<file path="config.mk">
export PLATFORM = sky130hd
export DESIGN_NAME = sha_stream_arbiter_flat
export DESIGN_NICKNAME = d
export VERILOG_FILES = /design/src/rtl/sha_stream_if.sv /design/src/rtl/sha_stream_arbiter.sv /design/src/flat_wrapper.sv
export SDC_FILE = /design/constraint.sdc
export NUM_CORES = 1
export LEC_CHECK = 0
export CAP_MARGIN = 10
export CORE_ASPECT_RATIO = 1.5
export CORE_MARGIN = 2
export CORE_UTILIZATION = 33
export DETAILED_ROUTE_END_ITERATION = 10
export PLACE_DENSITY = 0.92
export REMOVE_ABC_BUFFERS = 1
export SLEW_MARGIN = 0
export SYNTH_ARGS = -nofsm -noshare
export SYNTH_HDL_FRONTEND = slang
export SYNTH_SLANG_ARGS = --single-unit
</file>
<file path="constraint.sdc">
create_clock -name clk -period 5.3 [get_ports clk]
set_clock_uncertainty 0.05 [all_clocks]
set_input_delay 0.795 -clock clk [delete_from_list [all_inputs] [get_ports clk]]
set_output_delay 0.795 -clock clk [all_outputs]
set_load 0.03 [all_outputs]
</file>
<file path="src/rtl/sha_stream_if.sv">
// Byte-stream bundle between NPORT requesters, the shared SHA core and the result side.
// master is the arbiter's view; slave is the view of the surrounding requesters and core.
interface sha_stream_if #(
    parameter int NPORT = 4
);
    localparam int SW = (NPORT > 1) ? $clog2(NPORT) : 1;

    logic [NPORT-1:0]    s_tvalid;
    logic [NPORT-1:0]    s_tready;
    logic [NPORT-1:0]    s_tlast;
    logic [NPORT*32-1:0] s_tid;
    logic [NPORT*8-1:0]  s_tdata;

    logic                m_tvalid;
    logic                m_tready;
    logic                m_tlast;
    logic [31:0]         m_tid;
    logic [7:0]          m_tdata;

    logic                c_ovalid;
    logic                res_valid;
    logic [SW-1:0]       res_src;
    logic                err;

    modport master (
        input  s_tvalid, s_tlast, s_tid, s_tdata, m_tready, c_ovalid,
        output s_tready, m_tvalid, m_tlast, m_tid, m_tdata, res_valid, res_src, err
    );

    modport slave (
        output s_tvalid, s_tlast, s_tid, s_tdata, m_tready, c_ovalid,
        input  s_tready, m_tvalid, m_tlast, m_tid, m_tdata, res_valid, res_src, err
    );
endinterface

</file>
<file path="src/rtl/sha_stream_arbiter.sv">
// Round-robin, message-locked arbiter feeding one SHA core from NPORT byte streams,
// with a FIFO of source indices that tags each core result with its originating port.
module sha_stream_arbiter #(
    parameter int NPORT  = 4,
    parameter int QDEPTH = 4
) (
    input logic          clk,
    input logic          rst,
    sha_stream_if.master bus
);
    localparam int PW = (NPORT > 1) ? $clog2(NPORT) : 1;
    localparam int QW = $clog2(QDEPTH);
    localparam int CW = QW + 1;

    typedef enum logic {IDLE, BUSY} state_e;

    state_e          state_q, state_d;
    logic [PW-1:0]   g_q, g_d;
    logic [PW-1:0]   rr_ptr_q, rr_ptr_d;
    logic [QW-1:0]   wr_ptr_q, wr_ptr_d;
    logic [QW-1:0]   rd_ptr_q, rd_ptr_d;
    logic [CW-1:0]   count_q, count_d;
    logic            err_q, err_d;
    logic [PW-1:0]   q_mem [QDEPTH];

    logic [PW-1:0]   pick;
    logic            pick_ok;
    int              idx;
    logic            busy, beat, push, pop, q_full, q_empty;

    assign q_full  = (count_q == CW'(QDEPTH));
    assign q_empty = (count_q == '0);
    assign pop     = bus.c_ovalid && !q_empty && !rst;

    // Upward search from rr_ptr; iterating downward lets the nearest hit win.
    always_comb begin
        pick    = rr_ptr_q;
        pick_ok = 1'b0;
        idx     = 0;
        for (int i = NPORT - 1; i >= 0; i--) begin
            idx = int'(rr_ptr_q) + i;
            if (idx >= NPORT) idx = idx - NPORT;
            if (bus.s_tvalid[PW'(idx)]) begin
                pick_ok = 1'b1;
                pick    = PW'(idx);
            end
        end
    end

    always_comb begin
        busy          = (state_q == BUSY) && !rst;
        bus.s_tready  = '0;
        bus.m_tvalid  = 1'b0;
        bus.m_tlast   = 1'b0;
        bus.m_tid     = '0;
        bus.m_tdata   = '0;
        if (busy) begin
            bus.m_tvalid       = bus.s_tvalid[g_q];
            bus.m_tlast        = bus.s_tlast[g_q];
            bus.m_tid          = bus.s_tid[{g_q, 5'b0} +: 32];
            bus.m_tdata        = bus.s_tdata[{g_q, 3'b0} +: 8];
            bus.s_tready[g_q]  = bus.m_tready;
        end
        beat          = bus.m_tvalid && bus.m_tready;
        bus.res_valid = pop;
        bus.res_src   = q_mem[rd_ptr_q];
        bus.err       = err_q;
    end

    // Queue fullness is judged on the registered count, so a same-cycle pop never frees a grant.
    always_comb begin
        state_d  = state_q;
        g_d      = g_q;
        rr_ptr_d = rr_ptr_q;
        push     = 1'b0;
        case (state_q)
            IDLE: if (pick_ok && !q_full) begin
                state_d = BUSY;
                g_d     = pick;
                push    = 1'b1;
            end
            BUSY: if (beat && bus.m_tlast) begin
                state_d  = IDLE;
                rr_ptr_d = (g_q == PW'(NPORT - 1)) ? '0 : g_q + 1'b1;
            end
            default: state_d = IDLE;
        endcase
        wr_ptr_d = wr_ptr_q + QW'(push);
        rd_ptr_d = rd_ptr_q + QW'(pop);
        count_d  = count_q + CW'(push) - CW'(pop);
        err_d    = err_q | (bus.c_ovalid & q_empty);
    end

    always_ff @(posedge clk) begin
        if (rst) begin
            state_q  <= IDLE;
            g_q      <= '0;
            rr_ptr_q <= '0;
            wr_ptr_q <= '0;
            rd_ptr_q <= '0;
            count_q  <= '0;
            err_q    <= 1'b0;
        end else begin
            state_q  <= state_d;
            g_q      <= g_d;
            rr_ptr_q <= rr_ptr_d;
            wr_ptr_q <= wr_ptr_d;
            rd_ptr_q <= rd_ptr_d;
            count_q  <= count_d;
            err_q    <= err_d;
        end
    end

    // NOTE: queue storage is not reset; the pointers and count alone define which entries are live.
    always_ff @(posedge clk) begin
        if (push) q_mem[wr_ptr_q] <= g_d;
    end
endmodule

</file>
<file path="src/flat_wrapper.sv">
// flat-port wrapper written by rule: the top's interface ports become plain ports
module sha_stream_arbiter_flat 
#(
    parameter int NPORT  = 4,
    parameter int QDEPTH = 4
)
  (clk, rst, bus_s_tvalid, bus_s_tlast, bus_s_tid, bus_s_tdata, bus_m_tready, bus_c_ovalid, bus_s_tready, bus_m_tvalid, bus_m_tlast, bus_m_tid, bus_m_tdata, bus_res_valid, bus_res_src, bus_err);
  sha_stream_if #(.NPORT(NPORT)) bus_i ();
  input logic clk;
  input logic rst;
  input wire logic [$bits(bus_i.s_tvalid)-1:0] bus_s_tvalid;
  input wire logic [$bits(bus_i.s_tlast)-1:0] bus_s_tlast;
  input wire logic [$bits(bus_i.s_tid)-1:0] bus_s_tid;
  input wire logic [$bits(bus_i.s_tdata)-1:0] bus_s_tdata;
  input wire logic [$bits(bus_i.m_tready)-1:0] bus_m_tready;
  input wire logic [$bits(bus_i.c_ovalid)-1:0] bus_c_ovalid;
  output wire logic [$bits(bus_i.s_tready)-1:0] bus_s_tready;
  output wire logic [$bits(bus_i.m_tvalid)-1:0] bus_m_tvalid;
  output wire logic [$bits(bus_i.m_tlast)-1:0] bus_m_tlast;
  output wire logic [$bits(bus_i.m_tid)-1:0] bus_m_tid;
  output wire logic [$bits(bus_i.m_tdata)-1:0] bus_m_tdata;
  output wire logic [$bits(bus_i.res_valid)-1:0] bus_res_valid;
  output wire logic [$bits(bus_i.res_src)-1:0] bus_res_src;
  output wire logic [$bits(bus_i.err)-1:0] bus_err;
  assign bus_i.s_tvalid = bus_s_tvalid;
  assign bus_i.s_tlast = bus_s_tlast;
  assign bus_i.s_tid = bus_s_tid;
  assign bus_i.s_tdata = bus_s_tdata;
  assign bus_i.m_tready = bus_m_tready;
  assign bus_i.c_ovalid = bus_c_ovalid;
  assign bus_s_tready = bus_i.s_tready;
  assign bus_m_tvalid = bus_i.m_tvalid;
  assign bus_m_tlast = bus_i.m_tlast;
  assign bus_m_tid = bus_i.m_tid;
  assign bus_m_tdata = bus_i.m_tdata;
  assign bus_res_valid = bus_i.res_valid;
  assign bus_res_src = bus_i.res_src;
  assign bus_err = bus_i.err;
  sha_stream_arbiter #(.NPORT(NPORT), .QDEPTH(QDEPTH)) u_core (.clk(clk), .rst(rst), .bus(bus_i));
endmodule
</file>
# After elaboration in Yosys (flattened, before gate mapping)
# Memory sizes are Yosys's and may differ from the RTL's. A register that Yosys moved wholly into a read port is not among the register bits.
# Cells that the tools add are included.
[word_totals]
memories = 1
output_inout_bits = 50
ram_bits = 8
in_bits = 172
reg_bits = 13
elab_cells = 95
[classes]
n_addsub = 12
n_reduce_logical = 12
magnitude_cmp = 10
shifts = 2
mux = 45
bitwise_logic = 4
eq_ne = 2
[memory_table]
columns = ["name", "words", "word_bits", "read_ports", "rd_clocked_by_memory_dff", "write_ports", "line_no", "rtl"]
rows = [
  ["u_core.q_mem", 4, 2, 1, 1, 1, "sha_stream_arbiter.sv:24", "logic [PW-1:0] q_mem [QDEPTH];"],
]
[ops]
columns = ["operator", "n"]
rows = [
  ["128-bit by 8-bit variable part select with 32-bit output", 1],
  ["32-bit two-way mux", 1],
  ["32-bit by 6-bit variable part select with 8-bit output", 1],
  ["2-bit two-way mux", 12],
  ["1-bit two-way mux", 22],
  ["2-bit by 4-bit less-than comparator with 1-bit output, second input constant", 4],
  ["1-bit binary-select mux with 2-bit select", 6],
  ["3-bit greater-or-equal comparator, second input constant", 3],
  ["8-bit two-way mux", 1],
  ["2-bit by 1-bit subtractor with 2-bit output, second input constant", 4],
  ["1-bit logical AND", 7],
  ["2-bit by 2-bit adder with 3-bit output, second input constant", 2],
  ["2-bit by 1-bit adder with 2-bit output", 2],
  ["4-bit AND", 1],
  ["4-bit two-way mux", 1],
  ["2-bit by 1-bit adder with 3-bit output, second input constant", 1],
  ["3-bit by 1-bit adder with 3-bit output", 1],
  ["3-bit equality test, second input constant", 1],
  ["2-bit by 3-bit greater-or-equal comparator with 1-bit output, second input constant", 1],
  ["1-bit logical NOT", 3],
  ["3-bit logical NOT", 1],
  ["2-bit by 3-bit less-than comparator with 1-bit output, second input constant", 1],
  ["3-bit by 1-bit subtractor with 3-bit output", 1],
  ["2-bit by 1-bit adder with 2-bit output, second input constant", 1],
  ["other kinds (8)", 8],
]

# Depth between registers and ports, before layout
# Gate-level depths: netlist of the first run.
[logic_depth]
word_depth = 15
ltp_mapped = 10
mapped_depth_nobuf = 10

# Worst setup path after synthesis of the first run
# OpenSTA, ideal clock, no wires.
[synth_path]
kind = "input to register"
start = "input rst"
end = "register u_core.count_q[2]"
t_required_ps = 5122
stages = 10
setup_time_ps = 128
arrival_ps = 3160
n_path_buf = 1
path_slack_ps = 1962
cell_sequence = "clkbuf_1 > nor3b_1 > ha_1 > inv_1 > ha_1 > inv_1 > fa_1 > xor2_1 > xnor2_1 > nor2_1"
[synth_between]
elab_chain_cells = 3
[synth_lines]
columns = ["element", "line_no", "rtl"]
rows = [
  ["start: declaration", "flat_wrapper.sv:10", "input logic rst;"],
  ["1-bit logical NOT", "sha_stream_arbiter.sv:33", "assign pop = bus.c_ovalid && !q_empty && !rst;"],
  ["1-bit logical AND", "sha_stream_arbiter.sv:33", ""],
  ["via bus_res_valid", "flat_wrapper.sv:22", "output wire logic [$bits(bus_i.res_valid)-1:0] bus_res_valid;"],
  ["3-bit by 1-bit subtractor with 3-bit output", "sha_stream_arbiter.sv:90", "count_d = count_q + CW'(push) - CW'(pop);"],
  ["end signal: assignment", "sha_stream_arbiter.sv:109", "count_q <= count_d;"],
  ["end: declaration", "sha_stream_arbiter.sv:22", "logic [CW-1:0] count_q, count_d;"],
]
# The timed path passes the listed nets, and every way through them passes these cells.
# A chain may end at the register's enable or synchronous reset.

# Final worst setup path of the first run
[layout_path]
start = "input rst"
end = "output bus_s_tready[1]"
[layout_between]
elab_chain_cells = 3
[layout_lines]
columns = ["element", "line_no", "rtl"]
rows = [
  ["1-bit logical NOT", "sha_stream_arbiter.sv:51", "busy = (state_q == BUSY) && !rst;"],
  ["1-bit logical AND", "sha_stream_arbiter.sv:51", ""],
  ["4-bit two-way mux", "sha_stream_arbiter.sv:57", "if (busy) begin"],
  ["end: declaration", "flat_wrapper.sv:17", "output wire logic [$bits(bus_i.s_tready)-1:0] bus_s_tready;"],
]
# No other way between the ends.

==> flow_summary.ini, run 1 <==
[run_status]
run_status = finished clean

[detailed_routing]
remaining_drc_errors = 0
dr_total_vias = 2512
finalWirelength_um = 10100
firstDrtPassIters = 4
routed_via_density = 5.21
ant_nets = 0
routed_wire_length_per_instance_um = 21.0
drt_first_iter_violations = 78

[placed_design]
dp_hpwl_um = 8660
post_dp_cell_area_mm2 = 0.00457
io_buffers = 221
gpl_wtd_cong = 0.861

[cts]
clock-root-buffer = clkbuf_8
cts_post_setup_buffers_inserted = 0
htreeDepth = 1
clk_transition_reported_paths_ps = 70
tritoncts.num_buffers = 3
clock_tree.buffer_depth = 2
tritoncts = built
clock_sink_count = 21
clk-insertion-delay-late_ps = 260
cts_repair_resize_count = 0
cts_hold_buffers = 0

[synth]
post_synth_instance_area_mm2 = 0.00232
synth_seq_area_share_pct = 21.6
synthesis.yosys.warnings = 0
post_synthesis_xor_xnor_area_fraction_pct = 1.51
synth_compound_gate_area_share_pct = 3.78
yosysUniqueCellTypes = 32
area_share_of_and_or_nand_nor_cells_after_synthesis_pct = 20.7
postSynthAreaPerCell_um2 = 12.0
combinational_family_with_the_most_area_after_synthesis = multiplexers
post_synth_fa_ha_maj_area_fraction_pct = 5.18
postSynthCellCount = 194
yosys-mux-area-fraction_pct = 43.1
seq_cells_post_synth = 21

[worst_setup_path]
max_stage_delay_ps = 670
timing.critical_path.cells = clkdlybuf4s50_1, nor2b_2, buf_4, and3_1, clkdlybuf4s50_1
worst_setup_path_end_kind = output port
criticalPathCategory = input pin to output port
critPathLaunchType = input pin
worst-r2r-cell-count = 10
worst-r2r-setup-slack_ps = 2950
critical_path.max_fanout = 47
worst_path_most_repeated_cell = clkdlybuf4s50_1
cp.required_ps = 4450
critPathSlowestCell = clkdlybuf4s50_1
crit_arrival_ps = 2920

[global_route]
globalRoute.totalOverflow = 0
first_pass_grt_wire_length_um = 14800
grt_max_degree = 48
via_count_of_the_first_global_routing_pass = 2672
grt_antenna_before_repair = 1
grt.total_usage_pct = 25.7

[worst_hold_path]
min_delay_path_depth = 2
timing.hold.worst.class = register to register

[power_and_ir_drop]
worst_ir_drop_vdd_v = 0.000222
power.total_uw = 932
power_per_unit_of_standard_cell_area_mw_per_mm2 = 202
leakage_uw = 0.00166

[sta]
fin_hold_ws_ps = 450
timing.final.setup_violations = 0
fin_setup_tns_ps = 0
maximum_achievable_frequency_mhz = 266
post-route-min-period_ps = 3770
timing.final.hold_violations = 0
layout_worst_path_cycle_share_pct = 71.0
max-slew-margin-rel_pct = 26.0
drv_slew = 0
unrepaired_setup_endpoints_after_global_routing = false
worstMarginPinSlew_ps = 1110

[die]
floorplan.die_area_mm2 = 0.00773
fp-row-count = 37
number_of_primary_i_o_pins = 222
starting_utilization_of_the_core_area_pct = 33.9
die_y_um = 107
core_area_mm2 = 0.00685
floorplan.die.width_um = 72.5

[final_layout]
num-nets-final = 586
share_of_final_layout_standard_cells_stronger_than_drive_strength_1_pct = 13.6
layout.cells.most_common = clkdlybuf4s50_1
antenna-diode-count = 0
syn2layout_area_growth_pct = 99.2
fin_util_pct = 67.4
fillCellCount = 514
top_library_cells_by_usage_in_the_layout_fill_and_taps_aside = clkdlybuf4s50_1 (221), mux4_2 (44), and2_1 (42), nor2_1 (11), dfxtp_1 (11)
layout.cell_area.non_filler_mm2 = 0.00462

[job]
max_cap_viol = 0
## report_power, final
part	total [uW]	switching, uW	internal, uW
registers	272	61.1	211
logic	559	220	339
clock network	101	48.5	52.3
total	932	330	602
## Yosys cell counts
cell type / n / share of area, %
inv_1: 7 / 1.1
o21a_1: 1 / 0.32
fa_1: 1 / 0.86
or3_1: 1 / 0.27
and2_1: 42 / 11
or3_4: 1 / 0.49
nor3_1: 2 / 0.43
xnor2_1: 3 / 1.1
edfxtp_1: 8 / 10
nor2_1: 11 / 1.8
and3_1: 5 / 1.3
buf_4: 1 / 0.32
nor4_1: 1 / 0.27
xor2_1: 1 / 0.38
buf_1: 1 / 0.16
o31ai_1: 3 / 0.97
nand4_2: 1 / 0.54
a211oi_1: 1 / 0.32
o41ai_2: 1 / 0.70
clkbuf_1: 9 / 1.5
dfxtp_1: 13 / 11
and2b_1: 1 / 0.32
nor3b_1: 3 / 0.97
a21oi_1: 5 / 1.1
mux2i_1: 1 / 0.43
a2111oi_0: 1 / 0.38
nand2b_1: 2 / 0.54
nand2_1: 3 / 0.49
nor2b_1: 7 / 1.9
mux4_2: 44 / 43
buf_2: 5 / 1.1
ha_1: 8 / 4.3
## through the flow
step	setup slack [ps]	std cells
4_1_cts	1510	482
2_1_floorplan	1580	178
6_report	1530	482
3_3_place_gp	1560	478
5_1_grt	1420	482
3_5_place_dp	1530	478
## worst paths after layout
path / from / endpoint
max: rst / bus_s_tready[1]
min: u_core.bus.err / u_core.bus.err
max reg2reg: u_core.count_q[1] / u_core.count_q[2]
min reg2reg: u_core.bus.err / u_core.bus.err
## critical path: cells and delay by family
kind	cells	cell delay (ps)
buffers and inverters	3	1700
AND/OR/NAND/NOR	2	430
## per-layer routing
metal / part of all wire [%] / vias up / GRT usage [%]
met5: 0.13 / - / 0
met1: 34 / 1173 / 27.2
met3: 17 / 11 / 16.6
met2: 47 / 158 / 44.1
met4: 0.83 / 2 / 2.38
li1: - / 1168 / -
## registers in the layout, indices dropped and copies added (netlist names)
name             cells
u_core.g_q           2
u_core.wr_ptr_q      2
u_core.q_mem         8
u_core.rr_ptr_q      2
u_core.state_q       1
u_core.rd_ptr_q      2
u_core.bus.err       1
u_core.count_q       3
## final cells by class
| cell class | count | area, um2 | share of cell area [%] |
|---|---|---|---|
| Inverter | 7 | 26.3 | 0.569 |
| Clock buffer | 3 | 41.3 | 0.894 |
| Tap cell | 78 | 97.6 | 2.11 |
| Multi-Input combinational cell | 150 | 1730 | 37.3 |
| Timing Repair Buffer | 222 | 2220 | 48.0 |
| Sequential cell | 21 | 505 | 10.9 |
| Clock inverter | 1 | 5.00 | 0.108 |
## cells by family (layout without fill, tap and decap cells)
family                     Yosys count  in the layout
muxes                               45             45
adders and majority gates            9              9
buffers and inverters               23            233
xor gates and xnor gates             4              4
AOI/OAI and AO/OA                   12             12
and+or+nand+nor                     80             80
DFF                                 21             21
Power figures use the tool's default switching activity.
==> run 2: changes to the inputs <==
--- a/config.mk
+++ b/config.mk
@@ -8,9 +8,9 @@
 export CAP_MARGIN = 10
 export CORE_ASPECT_RATIO = 1.5
 export CORE_MARGIN = 2
-export CORE_UTILIZATION = 33
+export CORE_UTILIZATION = 28
 export DETAILED_ROUTE_END_ITERATION = 10
-export PLACE_DENSITY = 0.92
+export PLACE_DENSITY = 0.84
 export REMOVE_ABC_BUFFERS = 1
 export SLEW_MARGIN = 0
 export SYNTH_ARGS = -nofsm -noshare
==> constraint.sdc (replaced) <==
create_clock -name clk -period 3.2 [get_ports clk]
set_clock_uncertainty 0.05 [all_clocks]
set_input_delay 0.48 -clock clk [delete_from_list [all_inputs] [get_ports clk]]
set_output_delay 0.48 -clock clk [all_outputs]
set_load 0.03 [all_outputs]
==> run 2 against run 1 <==
Compared with the run above: global-route usage decreased by 4.5 points; critical endpoint unchanged; design area increased by 3.0%; combinational power increased by 77%; via count increased by 0.60%; largest power group unchanged.
==> flow_summary.ini, run 2 (synthesis results as in run 1) <==
[final_layout]
layout.cell_area.non_filler_mm2 = 0.00476
top_library_cells_by_usage_in_the_layout_fill_and_taps_aside = clkdlybuf4s50_1 (207), mux4_2 (44), and2_1 (42), buf_4 (16)
largest_register_ffs = 8
num-nets-final = 592
register_with_the_most_flip_flops = u_core.q_mem
syn2layout_area_growth_pct = 105
reg_top3 = u_core.q_mem: 8 flops, u_core.count_q: 3 flops
share_of_final_layout_standard_cells_stronger_than_drive_strength_1_pct = 18.3
layout.cells.most_common = clkdlybuf4s50_1
antenna-diode-count = 0

[worst_setup_path]
cp.required_ps = 2670
critPathBufInv = 3
critPathSlowestCell = clkdlybuf4s50_1
critical_path.max_fanout = 30
worst_setup_path_end_kind = output port
timing.critical_path.cells = clkdlybuf4s50_1, nor2b_2, buf_4, and3_1, clkdlybuf4s50_1
crit_arrival_ps = 2370
worst_path_most_repeated_cell = clkdlybuf4s50_1
max_stage_delay_ps = 680
cpLargestDelayFamily = buffers and inverters
criticalPathCategory = input pin to output port
critPathLaunchType = input pin

[detailed_routing]
drt_first_iter_violations = 49
firstDrtPassIters = 4
dr_total_vias = 2527
routed_via_density = 4.91
finalWirelength_um = 9920
ant_nets = 0
routed_wire_length_per_instance_um = 19.3
remaining_drc_errors = 0

[cts]
tritoncts.num_buffers = 3
clock-root-buffer = clkbuf_16
clk-insertion-delay-late_ps = 250
clock_sink_count = 21
clock_tree.buffer_depth = 2
clk_transition_reported_paths_ps = 60
htreeDepth = 1
cts_post_setup_buffers_inserted = 0
cts_hold_buffers = 0
cts_repair_resize_count = 0
tritoncts = built

[die]
die_y_um = 115
number_of_primary_i_o_pins = 222
fp-row-count = 40
starting_utilization_of_the_core_area_pct = 29.0
core_area_mm2 = 0.00801
floorplan.die_area_mm2 = 0.00904
floorplan.die.width_um = 78.3

[global_route]
via_count_of_the_first_global_routing_pass = 2697
first_pass_grt_wire_length_um = 14800
globalRoute.totalOverflow = 0
grt_max_degree = 31
grt.total_usage_pct = 21.2
grt_antenna_before_repair = 1

[power_and_ir_drop]
worst_ir_drop_vdd_v = 0.000466
power_per_unit_of_standard_cell_area_mw_per_mm2 = 351
power.total_uw = 1670
leakage_uw = 0.00174

[placed_design]
dp_slack_ps = 242
post_dp_cell_area_mm2 = 0.00468
dp_hpwl_um = 8520
io_buffers = 221
gpl_wtd_cong = 0.866

[sta]
timing.final.setup_violations = 0
maximum_achievable_frequency_mhz = 345
final.setup.worst_slack_ps = 304
unrepaired_setup_endpoints_after_global_routing = false
post-route-min-period_ps = 2900
worstMarginPinSlew_ps = 563
timing.final.hold_violations = 0
max-slew-margin-rel_pct = 62.2
layout_worst_path_cycle_share_pct = 90.5
drv_slew = 0

[worst_hold_path]
timing.hold.worst.class = register to register

[run_status]
run_status = finished clean

[job]
max_cap_viol = 0
-- run 2: final timing paths --
kind / start / end / slack (ps) / depth (start not counted)
hold / removal: u_core.bus.err / u_core.bus.err / 420 / 2
hold reg to reg: u_core.bus.err / u_core.bus.err / 420 / 2
setup / recovery: rst / bus_s_tready[1] / 300 / 5
setup reg to reg: u_core.count_q[1] / u_core.count_q[2] / 840 / 10
-- run 2: worst register-to-register path: stages, from the launching register on --
cell	delay [ps]
dfxtp_1	430
nor3_1	110
nor3b_1	370
ha_1	300
inv_1	50
ha_1	130
inv_1	50
fa_1	370
xor2_1	180
xnor2_1	140
nor2_1	60
-- run 2: report_power, final --
group	leakage, uW	switching, uW	internal (uW)	total [uW]
combinational	0.00152	412	576	989
sequential	0.000183	66.9	350	417
clock	0.0000409	96.3	168	264
-- run 2: stage by stage --
step | hold slack (ps) | instances | util [%] | TNS [ps]
final | 425 | 515 | 59.5 | 0
after global routing | 476 | 515 | 59.5 | 0
after CTS | 434 | 515 | 59.5 | 0
after global placement | 407 | 511 | 58.5 | 0
after detailed placement | 423 | 511 | 58.5 | 0
after floorplan | 402 | 178 | - | -7120
-- run 2: layout make-up --
type	count	area (um2)
inverters	7	26.3
fillers	659	3250
repair buffers	228	2290
well taps	105	131
multi-input cells	150	1730
flip-flops and latches	21	505
clock inverters	1	5.00
clock buffers	3	75.1
-- run 2: layer usage --
metal / wire length, um / global-route usage (%) / share of wire (%) / up-vias
li1: - / - / - / 1177
met1: 3620 / 23.2 / 36 / 1197
met2: 4930 / 38.7 / 50 / 143
met3: 1290 / 9.58 / 13 / 8
met4: 70 / 2.92 / 0.71 / 2
met5: 13 / 0 / 0.13 / -
==> run 3: changes to the inputs <==
--- a/config.mk
+++ b/config.mk
@@ -5,11 +5,14 @@
 export SDC_FILE = /design/constraint.sdc
 export NUM_CORES = 1
 export LEC_CHECK = 0
+export ABC_AREA = 0
 export CAP_MARGIN = 10
 export CORE_ASPECT_RATIO = 1.5
 export CORE_MARGIN = 2
 export CORE_UTILIZATION = 28
 export DETAILED_ROUTE_END_ITERATION = 10
+export GPL_ROUTABILITY_DRIVEN = 1
+export HOLD_SLACK_MARGIN = 0.1
 export PLACE_DENSITY = 0.84
 export REMOVE_ABC_BUFFERS = 1
 export SLEW_MARGIN = 0
==> results of run 3 <==
Same layout as run 2: the final DEF is identical, and so are final timing and power.
==> patch, RTL diff (flow settings as in run 3) <==
`NPORT` is set to 4 in 3 places; all go to 2.
--- a/src/rtl/sha_stream_if.sv
+++ b/src/rtl/sha_stream_if.sv
@@ -2,5 +2,5 @@
 // master is the arbiter's view; slave is the view of the surrounding requesters and core.
 interface sha_stream_if #(
-    parameter int NPORT = 4
+    parameter int NPORT = 2
 );
     localparam int SW = (NPORT > 1) ? $clog2(NPORT) : 1;
--- a/src/rtl/sha_stream_arbiter.sv
+++ b/src/rtl/sha_stream_arbiter.sv
@@ -2,5 +2,5 @@
 // with a FIFO of source indices that tags each core result with its originating port.
 module sha_stream_arbiter #(
-    parameter int NPORT  = 4,
+    parameter int NPORT  = 2,
     parameter int QDEPTH = 4
 ) (
--- a/src/flat_wrapper.sv
+++ b/src/flat_wrapper.sv
@@ -2,5 +2,5 @@
 module sha_stream_arbiter_flat 
 #(
-    parameter int NPORT  = 4,
+    parameter int NPORT  = 2,
     parameter int QDEPTH = 4
 )
Interface: changed (6 resized); port bits go from 222 to 135. No check against the original RTL was run, so the function may have changed too.
==> patch against run 3 <==
  * Critical path depth unchanged
  * Area after synthesis fell by 42%
  * Sequential cell count down 6
  * Setup slack improved by 0.033 ns
  * Cell count is 31% lower
  * Routed wire length down 52%
  * Cell area fell by 41%
  * Power fell by 44%
  * Critical path type unchanged
  * Largest cell class unchanged
  * Largest power group unchanged
==> patch: results (changes against run 3) <==
Status
  – Status: finished clean

STA
  – Least-Margin Pin Slew: 0.8055 ns (+0.2426 ns)

Route
  – First drt pass iteration count: 4 (unchanged)
  – Vias per inst: 4.545 (-7.4%)
  – Wirelength per Cell: 13.27 um (-31%)
  – Starting DRT DRC Count: 45 (-8.2%)

Global routing
  – First-pass GRT wire length: 7.300 mm (-51%)
  – Antenna violations before repair: 0 (-1)
  – Pin count of the biggest net entering global routing: 47 (+52%)
  – Vias in the first global route: 1659 (-38%)
  – Tot GR Track Use: 0.1742 (-0.03799)

Cells and area
  – Share of layout cells above drive strength 1: 0.04452 (-0.1384)
  – NumNets Final: 386 (-35%)
  – Largest registers: u_core.q_mem (4), u_core.count_q (3)

Place
  – RD Place Congestion: 0.8449 (-2.4%)
  – Dpl ws: 0.2667 ns (+0.02432 ns)
  – Detailed-placement wirelength estimate: 3.874 mm (-55%)
  – PortBufs: 134 (-39%)

Worst setup path
  – Crit path DAT: 2.33 ns (-0.04 ns)
  – RR Startpoint: u_core.count_q[1]
  – R2R depth: 10 (unchanged)
  – Worst-path fanout max: 46 (+53%)
  – RR Endpoint: u_core.count_q[2]
  – R2R Setup Slk: 0.86 ns (+0.02 ns)

Logic synthesis
  – XOR/XNOR share of the synthesized area: 0.01952 (+0.004414)
  – Synth warn: 0 (unchanged)
  – Largest cells by area after synthesis: mux2i_1, dfxtp_1, nor2_1, edfxtp_1, ha_1
  – Synth cell count leaders: nor2_1, mux2i_1, dfxtp_1, clkbuf_1, nor3b_1
  – FFs w/ async S/R, synth: 0 (unchanged)
  – Mux contribution to synthesized area: 0.3374 (-0.09414)
  – Distinct cells, synth: 29 (-9.4%)
  – Number of synthesized flops with an enable pin: 4 (-4)
  – Area share of fa/ha/maj cells after synthesis: 0.05204 (+0.0002647)
  – Sequential area share after synthesis: 0.2528 (+0.03704)
  – Synth Area in Compound Gates: 0.02881 (-0.008946)

Min path
  – Hold path start: u_core.bus.err
  – Worst Hold Endpoint: u_core.bus.err

Clock tree
  – Clock Latency Late Sink: 0.25 ns (about the same)
  – Buffers from clock root to sink, at most: 2 (unchanged)
  – CTS Root Cell: clkbuf_8
  – Clock transition at path regs: 0.06 ns (about the same)
  – Post-cts sizing count: 0 (unchanged)
  – Number of post-CTS setup repair buffers: 0 (unchanged)
  – CTS Buf Count: 3 (unchanged)

Pwr
  – Leak pwr: 0.9743 nW (-44%)
  – Peak supply drop: 0.1347 mV (-71%)
==> patch: changes by cell type after synthesis, sizes merged, moves of 3 or more <==
cell and change:
edfxtp -4, nor2 +37, and3 -4, mux2i +41
mux4 -43, o31ai -3, ha -4, and2 -41
inv -3, nor2b -3, clkbuf -3, o21ai +4
a21oi -3
==> patch: metal layers <==
metal | GRT usage | up-vias | wire length [um]
li1 | - | 813 | -
met1 | 0.1933 | 702 | 1765
met2 | 0.3089 | 93 | 2329
met3 | 0.05789 | 10 | 544
met4 | 0.05138 | 0 | 84
met5 | 0 | - | 0
==> patch: report_power, final <==
| group | internal (W) | switching, W |
|---|---|---|
| clock network | 0.0000861 | 0.0000676 |
| logic | 0.000271 | 0.000239 |
| registers | 0.000235 | 0.0000414 |
| total | 0.000592 | 0.000348 |
==> patch: stage by stage <==
stage	instances	power (W)	hold slack (ns)	cell area [um2]
after floorplan	151	0.0005449	0.4075	1282
after global placement	352	0.0007826	0.4083	2748
after detailed placement	352	0.0007913	0.4251	2748
after CTS	356	0.0009464	0.4389	2794
after global routing	356	0.001009	0.4774	2794
final	356	0.0009404	0.4287	2794
==> patch: final cells by class <==
cell class                 instances  area (um2)
fill                             402        1785
timing repair buffer             137        1384
multi-input combinational        132       927.1
sequential                        15       341.6
tap                               64       80.08
clock buffer                       3       41.29
inverter                           4       15.01
clock inverter                     1       5.005
==> patch: logic make-up (layout without fill, tap and decap cells) <==
family / count (synthesis) / in the layout
buffers and inverters: 16 / 145
AO/OA/AOI/OAI: 7 / 7
adder cells (fa/ha/maj): 5 / 5
multiplexers: 44 / 44
XOR/XNOR: 3 / 3
flip-flops: 15 / 15
AND/OR/NAND/NOR: 73 / 73
==> patch: how the worst max path moves through the flow <==
stage | start | to | slack, ns | cells after the start
final | rst | bus_m_tid[1] | 0.34 | 5
after global routing | rst | bus_s_tready[1] | 0.25 | 5
after CTS | rst | bus_s_tready[1] | 0.33 | 5
after detailed placement | rst | u_core.count_q[2] | 0.27 | 10
after global placement | rst | u_core.count_q[2] | 0.38 | 10
after floorplan | u_core.g_q | bus_m_tdata[0] | 0.34 | 2
==> patch: worst max-delay path, stage by stage <==
cell and delay (ns):
clkdlybuf4s50_1 0.55, nand2b_1 0.26, buf_12 0.19, nor2_1 0.15, clkdlybuf4s50_1 0.68
